File: src/rtl/rtc_bus_arbiter.sv
// Shares the RTC transaction engine between scan (0), user write (1) and IRQ service (2).
// Optional FRW watchdog with sticky Err is enabled by defining ARB_TIMEOUT_EN.
module rtc_bus_arbiter #(
    parameter int unsigned ACC_PULSE  = 8,
    parameter int unsigned GAP        = 2,
    parameter int unsigned STARVE_MAX = 4,
    parameter int unsigned TIMEOUT    = 255
) (
    input  logic       CLK,
    input  logic       RST,
    input  logic [2:0] Req,
    input  logic [2:0] Wr,
    input  logic [7:0] Dir0,
    input  logic [7:0] Dir1,
    input  logic [7:0] Dir2,
    input  logic [7:0] Dato_W0,
    input  logic [7:0] Dato_W1,
    input  logic [7:0] Dato_W2,
    input  logic [7:0] Dato_in,
    input  logic       FRW,
    output logic       Acceso,
    output logic       RW,
    output logic [7:0] Dir,
    output logic [7:0] Dato_out,
    output logic [2:0] Gnt,
    output logic [2:0] Done,
    output logic [7:0] Dato_R,
    output logic       Busy,
    output logic       Err
);

    typedef enum logic [1:0] {StIdle, StXfer, StDone, StGap} state_e;

    localparam int unsigned StW = (STARVE_MAX > 0) ? $clog2(STARVE_MAX + 1) : 1;

    state_e         state_q, state_d;
    logic [2:0]     gnt_q;
    logic [2:0]     win_oh;
    logic [3:0]     acc_cnt_q;
    logic [2:0]     gap_cnt_q;
    logic [StW-1:0] starve_q;
    logic           starve_hit;
    logic           timeout;
    logic           grant;

    assign starve_hit = (starve_q == StW'(STARVE_MAX));
    assign grant      = (state_q == StIdle) && (Req != 3'b000);

    // Starved scan requester overrides the fixed 2 > 1 > 0 order.
    always_comb begin
        win_oh = 3'b000;
        if (Req[0] && starve_hit) win_oh = 3'b001;
        else if (Req[2])          win_oh = 3'b100;
        else if (Req[1])          win_oh = 3'b010;
        else if (Req[0])          win_oh = 3'b001;
    end

    always_ff @(posedge CLK or negedge RST) begin
        if (!RST) state_q <= StIdle;
        else      state_q <= state_d;
    end

    always_comb begin
        state_d = state_q;
        case (state_q)
            StIdle: if (Req != 3'b000) state_d = StXfer;
            StXfer: if (FRW || timeout) state_d = StDone;
            StDone: state_d = (GAP == 0) ? StIdle : StGap;
            StGap:  if (gap_cnt_q == 3'd1) state_d = StIdle;
            default: state_d = StIdle;
        endcase
    end

    always_comb begin
        Gnt    = (state_q == StXfer) ? gnt_q : 3'b000;
        Done   = (state_q == StDone) ? gnt_q : 3'b000;
        Acceso = (state_q == StXfer) && (acc_cnt_q != 4'(ACC_PULSE));
        Busy   = (state_q != StIdle);
    end

    always_ff @(posedge CLK or negedge RST) begin
        if (!RST) begin
            gnt_q     <= 3'b000;
            Dir       <= 8'h00;
            RW        <= 1'b0;
            Dato_out  <= 8'h00;
            Dato_R    <= 8'h00;
            acc_cnt_q <= 4'd0;
            gap_cnt_q <= 3'd0;
            starve_q  <= '0;
        end else begin
            if (grant) begin
                gnt_q     <= win_oh;
                acc_cnt_q <= 4'd0;
                unique case (win_oh)
                    3'b100: begin
                        Dir      <= Dir2;
                        RW       <= Wr[2];
                        Dato_out <= Dato_W2;
                    end
                    3'b010: begin
                        Dir      <= Dir1;
                        RW       <= Wr[1];
                        Dato_out <= Dato_W1;
                    end
                    default: begin
                        Dir      <= Dir0;
                        RW       <= Wr[0];
                        Dato_out <= Dato_W0;
                    end
                endcase
                if (win_oh[0] || !Req[0]) starve_q <= '0;
                else if (!starve_hit)     starve_q <= starve_q + 1'b1;
            end else if (!Req[0]) begin
                starve_q <= '0;
            end

            if (state_q == StXfer) begin
                if (acc_cnt_q != 4'(ACC_PULSE)) acc_cnt_q <= acc_cnt_q + 4'd1;
                if (FRW && !RW) Dato_R <= Dato_in;
            end

            if (state_q == StDone)     gap_cnt_q <= 3'(GAP);
            else if (state_q == StGap) gap_cnt_q <= gap_cnt_q - 3'd1;
        end
    end

`ifdef ARB_TIMEOUT_EN
    localparam int unsigned ToW = $clog2(TIMEOUT + 1);

    logic [ToW-1:0] wait_cnt_q;

    assign timeout = (state_q == StXfer) && (wait_cnt_q == ToW'(TIMEOUT - 1));

    always_ff @(posedge CLK or negedge RST) begin
        if (!RST) begin
            wait_cnt_q <= '0;
            Err        <= 1'b0;
        end else begin
            if (state_q == StXfer) wait_cnt_q <= wait_cnt_q + 1'b1;
            else                   wait_cnt_q <= '0;
            if (timeout && !FRW) Err <= 1'b1;
        end
    end
`else
    assign timeout = 1'b0;
    assign Err     = 1'b0;
`endif

endmodule
File: config.mk
export PLATFORM = sky130hd
export DESIGN_NAME = rtc_bus_arbiter
export DESIGN_NICKNAME = d
export VERILOG_FILES = /design/src/rtl/rtc_bus_arbiter.sv
export SDC_FILE = /design/constraint.sdc
export NUM_CORES = 1
export LEC_CHECK = 0
export ABC_AREA = 1
export ABC_CLOCK_PERIOD_IN_PS = 3700
export CAP_MARGIN = 0
export CORE_UTILIZATION = 46
export DETAILED_ROUTE_END_ITERATION = 8
export PLACE_DENSITY = 0.93
export SLEW_MARGIN = 5
export SYNTH_ARGS = -nofsm -noshare
export SYNTH_HDL_FRONTEND = slang
export SYNTH_SLANG_ARGS = --single-unit
export TNS_END_PERCENT = 30
File: constraint.sdc
create_clock -name CLK -period 3.7 [get_ports CLK]
set_input_delay 0.74 -clock CLK [delete_from_list [all_inputs] [get_ports CLK]]
set_output_delay 0.74 -clock CLK [all_outputs]
set_load 0.02 [all_outputs]
==> results by group <==
Run status
  – Outcome: completed

Placement
  – Cell Area, Placed: between 3000 and 4000 sq um
  – Post-detail-place hpwl: 4.49 mm
  – I/O Buffers: 97
  – Inst Count DP: 464
  – Routability cong.: 0.808
  – Pre-CTS WS: 985 ps

Cells and area
  – Area grow syn2layout: 47.1%
  – Layout cell share with drive strength beyond 1: 4.20%
  – Nets: 479
  – Final instance area: 3390 sq um
  – Post-layout utilization of the core: 71.2%
  – N_diodes: 0
  – Non-filler cells, final: roughly 470

Drt
  – DRC errors left: 0
  – DR vias: between 2000 and 2500
  – Drt wl/cell: 12.9 um
  – DRT Wirelength: ~6.1 mm
  – Drt first pass iters: 4
  – Via density: slightly above 5
  – Starting DRT DRC Count: 135
  – Detail Route Antenna Nets: 0

Floorplan
  – Die area: 5290 sq um
  – Starting density of the core: 48.4%
  – Die Wd: 72.7 um
  – Core area: between 4000 and 5000 sq um
  – Ports: 99
  – Row count: 25
  – Die Y: 72.7 um

Logic synthesis
  – Cell Area, Synth: around 2300 sq um
  – Avg Cell Area, Syn: between 7 and 8 sq um
  – Leading cell type by number of instances after synthesis: nand2_1
  – Async SR Flop Fraction: 100%
  – Share of the synthesized area in the top cell type: a little over two fifths
  – EDFF count, synth: 0
  – Mapped Cells: 310
  – Syn Nets: 385
  – Synth cell count leaders: nand2_1, nand3_1, dfrtp_1
  – Ranking of synthesized cells by area: dfrtp_1, nand2_1, nand3_1
  – Synth area leader: dfrtp_1
  – Distinct cell type count after synthesis: 27
  – Ys Warns: 0
  – Main flop type after synthesis: dfrtp_1
  – Seq/Total Area, Yosys: 43.5%
  – Synth Register Bits: 40

Critical path
  – CP Capture Type: output port
  – Critical path type: reg -> out
  – Reg2Reg Depth: 7
  – WP data required: 2960 ps
  – CP startpoint kind: flip-flop
  – R2r endpoint: Dir[4]
  – Max FO, Critical Path: 7
  – Worst Path Arrival: 2040 ps
  – R2r startpoint: state_q[1]
  – Reg-to-reg setup timing slack: 1730 ps

STA
  – Max transition margin: 41.5%
  – Slew @ Worst Pin: 877 ps
  – Setup Skew: 7.86 ps
  – Setup slack after layout: 917 ps
  – Peak Freq: 359 MHz
  – Final Slew Violations: 0
  – Fin crit period: roughly 2800 ps
  – Setup TNS: 0 ps
  – Final setup viols: 0
  – RSZ-0062 raised after global routing: no
  – Final hold violations: 0
  – Period utilization: 75.2%

Clock network
  – Post-CTS Setup Bufs: 0
  – Cts hold-fix bufs: 0
  – H-tree lvl count: 2
  – Clock transition at path regs: 70 ps
  – Clock sinks: 40
  – Worst skew pair latency: 300 ps
  – Clock Path Buffers: 2
  – CTS Buf Count: 5
  – CTS tree: done
  – PostCTS Resize Cnt: 0
  – Root buffer cell: clkbuf_8

Power
  – PwrDens: 692 nW/um^2
  – Leakage power: 0.00163 uW
  – Peak VDD IR: 0.351 mV

Min path
  – Hold path start: Dato_R[4]
  – Cells on Worst Hold Path: 2
  – Hold WC Path Type: reg -> reg
  – Hold EP: Dato_R[4]

Global route
  – Tot GR Track Use: 24.7%
  – Vias in the first global route: 2324
  – Grt ovf: 0
  – Initial antenna violation count: 0
  – Largest net degree at the start of global routing: 41
  – Global-route wire length before repair: 9.99 mm

Flow run
  – Max_cap viols: 0
## stage by stage
stage | hold slack, ps | total power, uW
3_3_place_gp | 453 | 1940
5_1_grt | 500 | 2510
3_5_place_dp | 465 | 1990
6_report | 476 | 2340
2_1_floorplan | 444 | 1490
4_1_cts | 483 | 2350
## worst max path at each step
stage	start	end	cells past startpoint
finish	state_q[1]	Acceso	5
global route	acc_cnt_q[0]	Acceso	6
CTS	state_q[1]	Acceso	5
detailed placement	Req[2]	Dir[4]	7
global placement	Req[2]	Dato_out[7]	7
floorplan	acc_cnt_q[0]	Acceso	5
## cell type report
class                   instances  area [sq um]
flip-flops and latches         40          1000
inverters                      27           101
well taps                      67          83.8
repair buffers                 98           973
clock inverters                 2          35.0
multi-input cells             232          1120
fillers                       387          1370
clock buffers                   6          72.6
## placed cells by master, fill, tap and decap left out, types with 2 or more instances in the layout
master / synthesis / routed
nand4_1: 2 / 2
a21oi_1: 3 / 3
clkbuf_8: 0 / 5
dfrtp_1: 40 / 40
nand3_1: 61 / 61
ha_1: 10 / 10
inv_1: 26 / 26
nor2_1: 28 / 28
o21ai_0: 10 / 10
clkdlybuf4s50_1: 0 / 96
nand2_2: 2 / 2
nand2_1: 105 / 105
## sequential cells by signal, indices dropped and copies added (netlist names)
| signal | count |
|---|---|
| Dato_out | 8 |
| Dir | 8 |
| RW | 1 |
| acc_cnt_q | 4 |
| gap_cnt_q | 3 |
| state_q | 2 |
| starve_q | 3 |
| gnt_q | 3 |
| Dato_R | 8 |
## worst max-delay path: stages (launching register included)
cell	delay, ps
dfrtp_1	430
inv_1	110
ha_1	290
o21ai_0	220
inv_1	100
clkdlybuf4s50_1	600
## cells by family after synthesis
| family | after synthesis | share of synthesized area [%] |
|---|---|---|
| and+or+nand+nor | 203 | 38.2 |
| DFF | 40 | 43.5 |
| buffers and inverters | 38 | 7.88 |
| AOI/OAI and AO/OA | 16 | 4.13 |
| adders and majority gates | 10 | 5.43 |
| xor gates and xnor gates | 2 | 0.761 |
| other | 1 | 0.163 |
## where the power goes
part           internal (uW)  switching, uW  total (uW)
registers                632            149         781
clock network            200            155         355
logic                    534            674        1210
## routing by layer
metal	up-vias	wire length [um]	GRT usage, %
met3	9	460	5.39
met5	-	0	0
met1	1090	2430	27.8
met2	106	3110	45.6
li1	1169	-	-
met4	0	95	9.37
Power figures use the tool's default switching activity.
